$ cat src/rtl/manch_decoding_if.sv
// Manchester receiver bus: serial line in, decoded word, strobe and status out.
// The master modport is the line/transmit side, the slave modport is the decoder.
interface manch_decoding_if #(
    parameter int WIDTH = 16
);
    logic             rx;
    logic             rx_valid;
    logic [WIDTH-1:0] rx_data;
    logic             rx_err;
    logic             rx_busy;

    modport master (
        output rx,
        input  rx_valid,
        input  rx_data,
        input  rx_err,
        input  rx_busy
    );

    modport slave (
        input  rx,
        output rx_valid,
        output rx_data,
        output rx_err,
        output rx_busy
    );
endinterface

$ cat src/rtl/manch_decoding.sv
// Manchester line receiver/decoder.
// Synchronises rx, detects the start bit on a rising edge of the synchronised
// line, samples every half-bit at its centre and assembles WIDTH bits LSB-first.
// Optional feature macro: MANCH_RX_PARITY_EN adds an odd-parity bit after the
// data bits; it is checked but not output.
module manch_decoding #(
    parameter int WIDTH    = 16,
    parameter int HALF_CYC = 8
) (
    input  logic              clk,
    input  logic              rst_n,
    manch_decoding_if.slave   bus
);

`ifdef MANCH_RX_PARITY_EN
    localparam int NBITS = WIDTH + 1;
`else
    localparam int NBITS = WIDTH;
`endif
    localparam int CW = $clog2(HALF_CYC);
    localparam int BW = $clog2(NBITS) + 1;

    typedef enum logic [1:0] {
        IDLE  = 2'd0,
        START = 2'd1,
        DATA  = 2'd2,
        DONE  = 2'd3
    } state_t;

`ifdef MANCH_RX_PARITY_EN
    // Odd parity holds when data bits plus the parity bit contain an odd count of ones.
    function automatic logic odd_parity_ok(input logic [WIDTH-1:0] d, input logic p);
        return ^{d, p};
    endfunction
`endif

    logic             sync1_r;
    logic             s_r;
    logic             prev_r;
    state_t           state_r;
    state_t           state_nxt_s;
    logic [CW-1:0]    cnt_r;
    logic [CW-1:0]    cnt_nxt_s;
    logic             half_r;
    logic             half_nxt_s;
    logic             first_r;
    logic             first_nxt_s;
    logic [BW-1:0]    bit_cnt_r;
    logic [BW-1:0]    bit_cnt_nxt_s;
    logic [WIDTH-1:0] shreg_r;
    logic [WIDTH-1:0] shreg_nxt_s;
    logic             err_r;
    logic             err_nxt_s;
    logic             sample_s;
    logic             rx_valid_r;
    logic [WIDTH-1:0] rx_data_r;
    logic             rx_err_r;
    logic             rx_busy_r;

    assign sample_s = (cnt_r == {CW{1'b0}});

    // Two-flop synchroniser for the asynchronous line, plus previous value for edge detection.
    always_ff @(posedge clk or negedge rst_n) begin
        if (!rst_n) begin
            sync1_r <= 1'b0;
            s_r     <= 1'b0;
            prev_r  <= 1'b0;
        end else begin
            sync1_r <= bus.rx;
            s_r     <= sync1_r;
            prev_r  <= s_r;
        end
    end

    // FSM state register.
    always_ff @(posedge clk or negedge rst_n) begin
        if (!rst_n) begin
            state_r <= IDLE;
        end else begin
            state_r <= state_nxt_s;
        end
    end

    // Next-state and datapath decisions: start detection, half-bit sampling, bit assembly.
    always_comb begin
        state_nxt_s   = state_r;
        cnt_nxt_s     = cnt_r;
        half_nxt_s    = half_r;
        first_nxt_s   = first_r;
        bit_cnt_nxt_s = bit_cnt_r;
        shreg_nxt_s   = shreg_r;
        err_nxt_s     = err_r;
        case (state_r)
            IDLE: begin
                if (s_r && !prev_r) begin
                    // First sample lands in the centre of the start bit's high half.
                    state_nxt_s   = START;
                    cnt_nxt_s     = CW'(HALF_CYC / 2 - 1);
                    half_nxt_s    = 1'b0;
                    bit_cnt_nxt_s = {BW{1'b0}};
                    err_nxt_s     = 1'b0;
                end else begin
                    state_nxt_s = IDLE;
                end
            end
            START: begin
                if (sample_s) begin
                    cnt_nxt_s = CW'(HALF_CYC - 1);
                    if (!half_r) begin
                        // A low first half means the edge was only a glitch.
                        if (!s_r) begin
                            state_nxt_s = IDLE;
                        end else begin
                            half_nxt_s = 1'b1;
                        end
                    end else begin
                        // Second half should be low; a high level is a framing error.
                        err_nxt_s   = err_r | s_r;
                        half_nxt_s  = 1'b0;
                        state_nxt_s = DATA;
                    end
                end else begin
                    cnt_nxt_s = cnt_r - CW'(1);
                end
            end
            DATA: begin
                if (sample_s) begin
                    cnt_nxt_s = CW'(HALF_CYC - 1);
                    if (!half_r) begin
                        first_nxt_s = s_r;
                        half_nxt_s  = 1'b1;
                    end else begin
                        half_nxt_s = 1'b0;
                        err_nxt_s  = err_r | (first_r == s_r);
                        if (bit_cnt_r < BW'(WIDTH)) begin
                            shreg_nxt_s            = shreg_r >> 1;
                            shreg_nxt_s[WIDTH-1]   = s_r;
                        end else begin
                            shreg_nxt_s = shreg_r;
                        end
                        if (bit_cnt_r == BW'(NBITS - 1)) begin
                            state_nxt_s = DONE;
`ifdef MANCH_RX_PARITY_EN
                            err_nxt_s   = err_nxt_s | ~odd_parity_ok(shreg_nxt_s, s_r);
`endif
                        end else begin
                            bit_cnt_nxt_s = bit_cnt_r + BW'(1);
                        end
                    end
                end else begin
                    cnt_nxt_s = cnt_r - CW'(1);
                end
            end
            DONE: begin
                err_nxt_s   = 1'b0;
                state_nxt_s = IDLE;
            end
            default: begin
                state_nxt_s = IDLE;
            end
        endcase
    end

    // Datapath registers for sampling and assembly.
    always_ff @(posedge clk or negedge rst_n) begin
        if (!rst_n) begin
            cnt_r     <= {CW{1'b0}};
            half_r    <= 1'b0;
            first_r   <= 1'b0;
            bit_cnt_r <= {BW{1'b0}};
            shreg_r   <= {WIDTH{1'b0}};
            err_r     <= 1'b0;
        end else begin
            cnt_r     <= cnt_nxt_s;
            half_r    <= half_nxt_s;
            first_r   <= first_nxt_s;
            bit_cnt_r <= bit_cnt_nxt_s;
            shreg_r   <= shreg_nxt_s;
            err_r     <= err_nxt_s;
        end
    end

    // Registered outputs, loaded as the FSM enters DONE so the strobe coincides with it.
    always_ff @(posedge clk or negedge rst_n) begin
        if (!rst_n) begin
            rx_valid_r <= 1'b0;
            rx_data_r  <= {WIDTH{1'b0}};
            rx_err_r   <= 1'b0;
            rx_busy_r  <= 1'b0;
        end else begin
            rx_valid_r <= (state_nxt_s == DONE);
            rx_busy_r  <= (state_nxt_s == START) || (state_nxt_s == DATA);
            if (state_nxt_s == DONE) begin
                rx_data_r <= shreg_nxt_s;
                rx_err_r  <= err_nxt_s;
            end else begin
                rx_err_r  <= 1'b0;
            end
        end
    end

    assign bus.rx_valid = rx_valid_r;
    assign bus.rx_data  = rx_data_r;
    assign bus.rx_err   = rx_err_r;
    assign bus.rx_busy  = rx_busy_r;

endmodule

$ cat src/flat_wrapper.sv
// flat-port wrapper written by rule: the top's interface ports become plain ports
module manch_decoding_flat 
#(
    parameter int WIDTH    = 16,
    parameter int HALF_CYC = 8
)
  (clk, rst_n, bus_rx, bus_rx_valid, bus_rx_data, bus_rx_err, bus_rx_busy);
  manch_decoding_if #(.WIDTH(WIDTH)) bus_i ();
  input  logic clk;
  input  logic rst_n;
  input wire logic [$bits(bus_i.rx)-1:0] bus_rx;
  output wire logic [$bits(bus_i.rx_valid)-1:0] bus_rx_valid;
  output wire logic [$bits(bus_i.rx_data)-1:0] bus_rx_data;
  output wire logic [$bits(bus_i.rx_err)-1:0] bus_rx_err;
  output wire logic [$bits(bus_i.rx_busy)-1:0] bus_rx_busy;
  assign bus_i.rx = bus_rx;
  assign bus_rx_valid = bus_i.rx_valid;
  assign bus_rx_data = bus_i.rx_data;
  assign bus_rx_err = bus_i.rx_err;
  assign bus_rx_busy = bus_i.rx_busy;
  manch_decoding #(.WIDTH(WIDTH), .HALF_CYC(HALF_CYC)) u_core (.clk(clk), .rst_n(rst_n), .bus(bus_i));
endmodule
$ cat config.mk
export PLATFORM = sky130hd
export DESIGN_NAME = manch_decoding_flat
export DESIGN_NICKNAME = d
export VERILOG_FILES = /design/src/rtl/manch_decoding_if.sv /design/src/rtl/manch_decoding.sv /design/src/flat_wrapper.sv
export SDC_FILE = /design/constraint.sdc
export NUM_CORES = 1
export LEC_CHECK = 0
export ABC_CLOCK_PERIOD_IN_PS = 4400
export CAP_MARGIN = 40
export CORE_MARGIN = 4
export CORE_UTILIZATION = 40
export DETAILED_ROUTE_END_ITERATION = 6
export GPL_ROUTABILITY_DRIVEN = 0
export PLACE_DENSITY = 0.69
export SLEW_MARGIN = 20
export SYNTH_ARGS = -nofsm -noshare
export SYNTH_HDL_FRONTEND = slang
export SYNTH_SLANG_ARGS = --single-unit
$ cat constraint.sdc
create_clock -name clk -period 4.4 [get_ports clk]
set_input_delay 0.44 -clock clk [delete_from_list [all_inputs] [get_ports clk]]
set_output_delay 0.44 -clock clk [all_outputs]
set_load 0.02 [all_outputs]
# After elaboration in Yosys (flattened, before gate mapping)
# Cells that the tools add are included.
[totals]
regBits = 51
latch_bits = 0
ramBits = 0
romBits = 0
input_bits = 3
out_inout_bits = 19
word_cells = 80
n_memories = 0
[op_classes]
add_sub_neg = 2
multipliers = 0
div_mod_pow = 0
n_lt_le_gt_ge = 1
eq_ne = 13
shifts = 0
muxes = 34
bitwise_logic = 3
reduce_logical = 13
[ops]
columns = ["operator", "count"]
rows = [
  ["$mux 16", 4],
  ["$mux 5", 4],
  ["$mux 1", 13],
  ["$mux 2", 6],
  ["$pmux 5 s2", 1],
  ["$eq 2x2->1 const B", 4],
  ["$ne 2x1->1 const B", 4],
  ["$pmux 2 s4", 1],
  ["$mux 3", 2],
  ["$pmux 3 s2", 1],
  ["$add 5x1->5 const B", 1],
  ["$eq 5x4->1 const B", 1],
  ["$lt 5x5->1 const B", 1],
  ["$reduce_and 5->1", 1],
  ["$eq 2x1->1 const B", 2],
  ["$pmux 1 s4", 1],
  ["$reduce_and 4->1", 1],
  ["$reduce_bool 2->1", 2],
  ["$logic_not 3->1", 1],
  ["$pmux 1 s3", 1],
  ["$reduce_and 3->1", 1],
  ["$reduce_bool 3->1", 1],
  ["$sub 3x1->3 const B", 1],
  ["$logic_not 2->1", 1],
  ["other kinds (9)", 10],
]

# Depth between registers and ports, before layout
# Gate-level depths: netlist of run 1.
[logic_depth]
ltp_word = 7
depth_mapped = 10
depth_no_buf = 8

# Worst setup path after synthesis of run 1
# OpenSTA, ideal clock, no wires.
[synth_timing]
path_kind = "register to register"
from = "register u_core.cnt_r[0]"
to = "register u_core.rx_data_r[15], in the netlist u_core.bus.rx_data[15]"
setup_ns = 0.125
t_arrival_ns = 2.590
required_time_ns = 4.275
path_slack_ns = 1.685
stages_incl_launch_ff = 11
path_buffers = 2
period_less_slack_ns = 2.715
path_cell_list = "dfrtp_1 > inv_1 > ha_1 > and2b_1 > and3_2 > o21ai_0 > a21boi_0 > ha_1 > buf_4 > dlygate4sd1_1 > mux2_2"
[synth_between]
elab_chain_cells = 4
elab_cells_between_ends = 7
cone_classes = "1 x eq/ne; 5 x mux; 1 x reduce/logical"
[synth_rtl]
columns = ["item", "line_no", "text"]
rows = [
  ["start: declaration", "manch_decoding.sv:42", "logic [CW-1:0] cnt_r;"],
  ["start signal: assignment", "manch_decoding.sv:167", "cnt_r <= {CW{1'b0}};"],
  ["start signal: assignment", "manch_decoding.sv:174", "cnt_r <= cnt_nxt_s;"],
  ["$logic_not 3->1 (*)", "manch_decoding.sv:60", "assign sample_s = (cnt_r == {CW{1'b0}});"],
  ["$mux 2 (on tied branches)", "manch_decoding.sv:127, manch_decoding.sv:107", ""],
  ["$pmux 2 s4 (*)", "manch_decoding.sv:93", "case (state_r)"],
  ["via u_core.state_nxt_s[0]", "manch_decoding.sv:41", "state_t state_nxt_s;"],
  ["$eq 2x2->1 (*)", "manch_decoding.sv:193", "if (state_nxt_s == DONE) begin"],
  ["end signal: assignment", "manch_decoding.sv:187", "rx_data_r <= {WIDTH{1'b0}};"],
  ["end signal: assignment", "manch_decoding.sv:194", "rx_data_r <= shreg_nxt_s;"],
  ["end: declaration", "manch_decoding.sv:56", "logic [WIDTH-1:0] rx_data_r;"],
]
# Mark *: on every way through the listed nets, which the timed path passes. The rest lies on a longest branch.
# A chain may end at the register's enable or synchronous reset.

# Final worst setup path of run 1
[layout_timing]
from = "register u_core.cnt_r[0]"
to = "register u_core.rx_data_r[4], in the netlist u_core.bus.rx_data[4]"
# The elaborated chain is that of the path after synthesis.

==> results of run 1 <==
==> worst paths after layout <==
path	depth (start not counted)	slack (ns)	to	from
min in group clk	0	0.36	u_core.s_r	u_core.sync1_r
min reg2reg	0	0.36	u_core.s_r	u_core.sync1_r
max in group asynchronous	2	3.74	u_core.bus.rx_err	rst_n
max reg2reg	9	1.78	u_core.bus.rx_data[4]	u_core.cnt_r[0]
max	9	1.78	u_core.bus.rx_data[4]	u_core.cnt_r[0]
min	2	0.22	u_core.cnt_r[0]	rst_n
==> critical path, delay by kind of cell, from the launching register on <==
family	cells	cell delay, ns
AND/OR/NAND/NOR	2	0.40
AO/OA/AOI/OAI	2	0.43
flip-flops	1	0.37
adder cells (fa/ha/maj)	2	0.66
buffers and inverters	2	0.32
multiplexers	1	0.34
==> cells by family (layout without fill, tap and decap cells) <==
kind of cell	count (synthesis)	count (layout)	synth area share
buffers and inverters	12	40	0.0302
AO/OA/AOI/OAI	32	32	0.0934
adder cells (fa/ha/maj)	10	10	0.0540
multiplexers	35	35	0.202
AND/OR/NAND/NOR	22	22	0.0702
flip-flops	51	51	0.550
==> layer usage <==
metal	routed length [um]	GRT usage	vias up	part of all wire
li1	-	-	640	-
met1	1860	0.151	642	0.52
met2	1530	0.166	20	0.43
met3	127	0.0324	5	0.036
met4	53	0.0395	0	0.015
met5	0	0	-	0
==> where the power goes <==
group          internal [mW]  switching, mW
logic                 0.0693          0.104
clock network          0.129          0.153
registers              0.492         0.0198
==> cell usage after synthesis (2+ instances only) <==
master     n
a21oi_1    2
inv_1      7
nand3_1    2
dfrtp_1   51
and2b_1    2
o21ai_0   14
ha_1      10
a21boi_0   2
nand2b_1   3
mux2_2    14
and3_1     2
nand3b_1   2
nand2_1    2
mux2_4    20
==> flip-flops by register name, indices dropped and copies added, names as in the netlist <==
signal and flops:
u_core.cnt_r 3, u_core.half_r 1, u_core.state_r 2, u_core.shreg_r 16, u_core.sync1_r 1, u_core.bus.rx_busy 1, u_core.bus.rx_err 1, u_core.prev_r 1
u_core.bus.rx_data 16, u_core.bus.rx_valid 1, u_core.first_r 1, u_core.s_r 1, u_core.err_r 1, u_core.bit_cnt_r 5
==> stage by stage <==
step	instance area (um^2)	util	worst slack, ns	cells	total power, mW
after floorplan	2320	-	1.69	162	0.640
final	2700	0.485	1.78	262	0.967
after detailed placement	2610	0.468	1.78	254	0.695
after global placement	2580	0.463	1.51	252	0.692
after global routing	2700	0.485	1.58	262	1.03
after CTS	2700	0.485	1.76	262	0.982
==> area by class of cell <==
type | instances | area [um^2]
repair buffers | 24 | 239
multi-input cells | 99 | 972
well taps | 72 | 90.1
fillers | 498 | 2870
flip-flops and latches | 51 | 1280
clock inverters | 2 | 13.8
clock buffers | 6 | 82.6
inverters | 8 | 30.0
==> impl_metrics.env, run 1 <==
export IMPL_run_status="complete, no violations"
export IMPL_antenna_cells_inserted=0
export IMPL_initial_antenna_violation_count=0
export IMPL_synth_ff_latch_count=51
export IMPL_min_period_ns=2.62
export IMPL_post_synth_cell_area_avg_um2=14.3
export IMPL_worst_case_vdd_ir_drop_mv=0.191
export IMPL_cpMostUsedCell="ha_1"
export IMPL_synthFlopType="dfrtp_1"
export IMPL_worst_slew_pin_tran_ns=0.646
export IMPL_cts_clk_slew_worst_paths_ns=0.09
export IMPL_cts_max_level=2
export IMPL_drt_total_wl_mm=3.57
export IMPL_worstPathMaxFanout=12
export IMPL_grt_pass1_wl_mm=6.35
export IMPL_placementRows=27
export IMPL_cts_root_buf="clkbuf_8"
export IMPL_synthesized_instance_count=162
export IMPL_timing_worst_setup_path_type="reg -> reg"
export IMPL_hold_buffers=0
export IMPL_synth_distinct_cells=43
export IMPL_setup_violations=0
export IMPL_timing_setup_tns_ns=0
export IMPL_synth_area_um2=2320
export IMPL_timing_max_cap_violations=0
export IMPL_report_final_slew_viol_count=0
export IMPL_count_of_flip_flops_with_a_built_in_enable_after_synthesis=0
export IMPL_synth_seq_area_share=0.550
export IMPL_crit_path_start_kind="flop"
export IMPL_p_leak_nw=1.29
export IMPL_chipWidth_um=84.1
export IMPL_cp_end_kind="flop"
export IMPL_worst_path_max_delay_cell="ha_1"
export IMPL_clock_sinks=51
export IMPL_wl_per_cell_um=13.6
export IMPL_powerDensity_nw_per_um2=358
export IMPL_post_cts_setup_buffer_count=0
export IMPL_synth_area_leader_cell="dfrtp_1"
export IMPL_final_hold_worst_slack_ns=0.219
export IMPL_floorplan_initialDensity=0.416
export IMPL_finClkSkew_ns=0.00747
export IMPL_synth_area_top_cells="dfrtp_1 (55%), mux2_4 (13%), mux2_2 (6.8%)"
export IMPL_fp_dieArea_um2=7080
export IMPL_drc=0
export IMPL_slew_headroom=0.565
export IMPL_grt_setup_unrepaired="false"
export IMPL_maximum_number_of_pins_on_one_net_before_global_route_repair=52
export IMPL_fp_coreArea_um2=5570
export IMPL_grt_pass1_vias=1350
export IMPL_type_of_the_worst_min_delay_path="in -> async"
export IMPL_netlist_area_leader_share=0.550
export IMPL_crit_chain="inv_1 -> ha_1 -> and2b_1 -> and3_2 -> o21ai_0 -> a21boi_0 -> ha_1 -> buf_8 -> mux2_2"
export IMPL_area_grow_syn2layout_pct=16.6
export IMPL_vias_per_cell=4.99
export IMPL_final_hold_violation_count=0
export IMPL_post_dp_hpwl_mm=2.44
export IMPL_fp_dieH_um=84.1
export IMPL_tritoncts_num_buffers=5
export IMPL_grt_overflow=0
export IMPL_async_flop_share=1.00
export IMPL_mostFrequentLayoutCell="dfrtp_1"
export IMPL_route_antenna_remaining_nets=0
export IMPL_mappedNetlistNets=175
export IMPL_post_cts_resized_instances=0
export IMPL_cts_buffer_depth=2
export IMPL_final_period_utilization=0.596
export IMPL_crit_path_max_cell_delay_ns=0.40
export IMPL_final_net_count=202
export IMPL_total_track_usage=0.110
export IMPL_portBuffers=21
export IMPL_cp_data_arrival_time_ns=2.82
export IMPL_cts_tree="done"
export IMPL_routed_via_count=1307
export IMPL_layout_common_cells="dfrtp_1 (51), mux2_4 (20), clkdlybuf4s50_1 (20), o21ai_0 (14), mux2_2 (14)"
export IMPL_drt_pass1_iter_count=3
export IMPL_max_freq_mhz=381
export IMPL_clkLatencyLatePin_ns=0.30
export IMPL_drt_iter0_drc=58
export IMPL_ys_warn_count=0
export IMPL_final_layout_size_suffix_gt1_frac=0.289
export IMPL_critical_path_required_ns=4.59
export IMPL_boundaryPins=22
Note: power is estimated with default switching activity, not from simulation.
==> inputs of run 2 (changes only) <==
ABC_CLOCK_PERIOD_IN_PS = 2600   (was 4400)
clock period = 2.6 ns   (was 4.4 ns; I/O delays follow)
==> impl_metrics.env, run 2 (synthesized netlist as in run 1, its figures left out) <==
export IMPL_run_status="complete, no violations"
export IMPL_worstHoldPathCells=0
export IMPL_post_route_insts_no_fill=265
export IMPL_combinationalPowerShare=0.179
export IMPL_timing_max_cap_violations=0
export IMPL_worst_case_vdd_ir_drop_mv=0.430
export IMPL_setup_violations=0
export IMPL_cts_clk_slew_worst_paths_ns=0.09
export IMPL_intPower_mw=1.24
export IMPL_slew_headroom=0.748
export IMPL_type_of_the_worst_min_delay_path="reg -> reg"
export IMPL_chipWidth_um=84.1
export IMPL_cp_data_arrival_time_ns=2.54
export IMPL_drc=0
export IMPL_drt_total_wl_mm=3.54
export IMPL_grt_pass1_vias=1317
export IMPL_post_cts_setup_buffer_count=0
export IMPL_reg2reg_path_depth=9
export IMPL_min_to="u_core.s_r"
export IMPL_initial_antenna_violation_count=0
export IMPL_r2r_start="u_core.cnt_r[0]"
export IMPL_area_grow_syn2layout_pct=19.1
export IMPL_wl_per_cell_um=13.4
export IMPL_layout_cell_area_non_filler_um2=2760
export IMPL_cp_end_kind="flop"
export IMPL_clkLatencyLatePin_ns=0.30
export IMPL_route_antenna_remaining_nets=0
export IMPL_worstPathMaxFanout=17
export IMPL_maximum_number_of_pins_on_one_net_before_global_route_repair=31
export IMPL_drt_iter0_drc=89
export IMPL_crit_path_start_kind="flop"
export IMPL_p_leak_nw=1.32
export IMPL_clock_sinks=51
export IMPL_final_hold_violation_count=0
export IMPL_cts_tree="done"
export IMPL_mostFrequentLayoutCell="dfrtp_1"
export IMPL_post_dp_hpwl_mm=2.52
export IMPL_grt_setup_unrepaired="false"
export IMPL_routed_via_count=1319
export IMPL_drt_pass1_iter_count=4
export IMPL_tritoncts_num_buffers=5
export IMPL_worst_slew_pin_tran_ns=0.377
export IMPL_grt_overflow=0
export IMPL_fp_dieH_um=84.1
export IMPL_boundaryPins=22
export IMPL_report_final_slew_viol_count=0
export IMPL_floorplan_initialDensity=0.416
export IMPL_dp_cells=257
export IMPL_final_period_utilization=0.903
export IMPL_portBuffers=21
export IMPL_powerDensity_nw_per_um2=617
export IMPL_r2r_slack_ns=0.25
export IMPL_fp_coreArea_um2=5570
export IMPL_timing_worst_setup_path_type="reg -> reg"
export IMPL_netSwitchingFraction=0.271
export IMPL_critical_path_required_ns=2.79
export IMPL_final_net_count=206
export IMPL_grt_pass1_wl_mm=6.45
export IMPL_cts_root_buf="clkbuf_8"
export IMPL_pwr_share_seq=0.509
export IMPL_timing_rr_end="u_core.bus.rx_data[15]"
export IMPL_power_net_switching_mw=0.462
export IMPL_placement_cell_area_um2=2640
export IMPL_finClkSkew_ns=0.00678
export IMPL_fp_dieArea_um2=7080
export IMPL_share_clk_of_total_power=0.312
export IMPL_layout_common_cells="dfrtp_1 (51), mux2_4 (20), clkdlybuf4s50_1 (20), o21ai_0 (14), mux2_2 (14)"
export IMPL_cts_buffer_depth=2
export IMPL_final_layout_size_suffix_gt1_frac=0.295
export IMPL_vias_per_cell=4.98
export IMPL_max_freq_mhz=426
export IMPL_cts_max_level=2
export IMPL_timing_setup_tns_ns=0
export IMPL_placementRows=27
export IMPL_hp_start="u_core.sync1_r"
export IMPL_min_period_ns=2.35
export IMPL_report_power_total_mw=1.70
export IMPL_total_track_usage=0.114
export IMPL_antenna_cells_inserted=0
-- run 2: area by class of cell --
cell class                      count  area, um^2
Clock buffer                        5        68.8
Multi-Input combinational cell     99         972
Clock inverter                      2        37.5
Timing Repair Buffer               28         285
Fill cell                         484        2810
Inverter                            8        30.0
Tap cell                           72        90.1
Sequential cell                    51        1280
-- run 2: worst max path at each step --
stage | from | end | cells past startpoint
after floorplan | u_core.cnt_r[0] | u_core.bus.rx_data[15] | 10
after global placement | u_core.cnt_r[0] | u_core.bus.rx_data[4] | 9
after detailed placement | u_core.cnt_r[0] | u_core.bus.rx_data[15] | 9
after CTS | u_core.cnt_r[0] | u_core.bus.rx_data[15] | 9
after global routing | u_core.cnt_r[0] | u_core.bus.rx_data[1] | 9
final | u_core.cnt_r[0] | u_core.bus.rx_data[15] | 9
-- run 2: layer usage --
metal / share of wire / routed length [um] / vias up / GRT usage
met3: 0.051 / 182 / 6 / 0.0334
met2: 0.42 / 1480 / 28 / 0.155
met1: 0.51 / 1790 / 641 / 0.163
met5: 0 / 0 / - / 0
li1: - / - / 644 / -
met4: 0.025 / 89 / 0 / 0.0614
-- run 2: critical path, cell delays in order, from the launching register on --
cell	delay (ns)
dfrtp_1	0.37
inv_1	0.10
ha_1	0.26
and2b_1	0.19
and3_2	0.19
o21ai_0	0.07
a21oi_1	0.28
ha_1	0.25
buf_12	0.18
mux2_2	0.35
-- run 2: through the flow --
step | hold WS [ns] | utilization | setup slack [ns]
5_1_grt | 0.375 | 0.495 | 0.0240
3_5_place_dp | 0.259 | 0.474 | 0.131
2_1_floorplan | -0.0356 | - | 0.0351
6_report | 0.363 | 0.495 | 0.253
4_1_cts | 0.364 | 0.495 | 0.161
3_3_place_gp | 0.259 | 0.474 | 0.242
-- run 2: repair_timing --
action	CTS	global route
gates resized for setup	0	1
hold buffers	1	0
hold endpoints to repair	51	0
setup endpoints to repair	0	16
-- run 2: power by group through the flow --
stage               logic (mW)  clock network, mW  registers [mW]
floorplan                0.200                  0           0.883
global placement         0.302                  0           0.880
detailed placement       0.307                  0           0.880
CTS                      0.309              0.548           0.866
global route             0.355              0.583           0.872
finish                   0.305              0.531           0.866
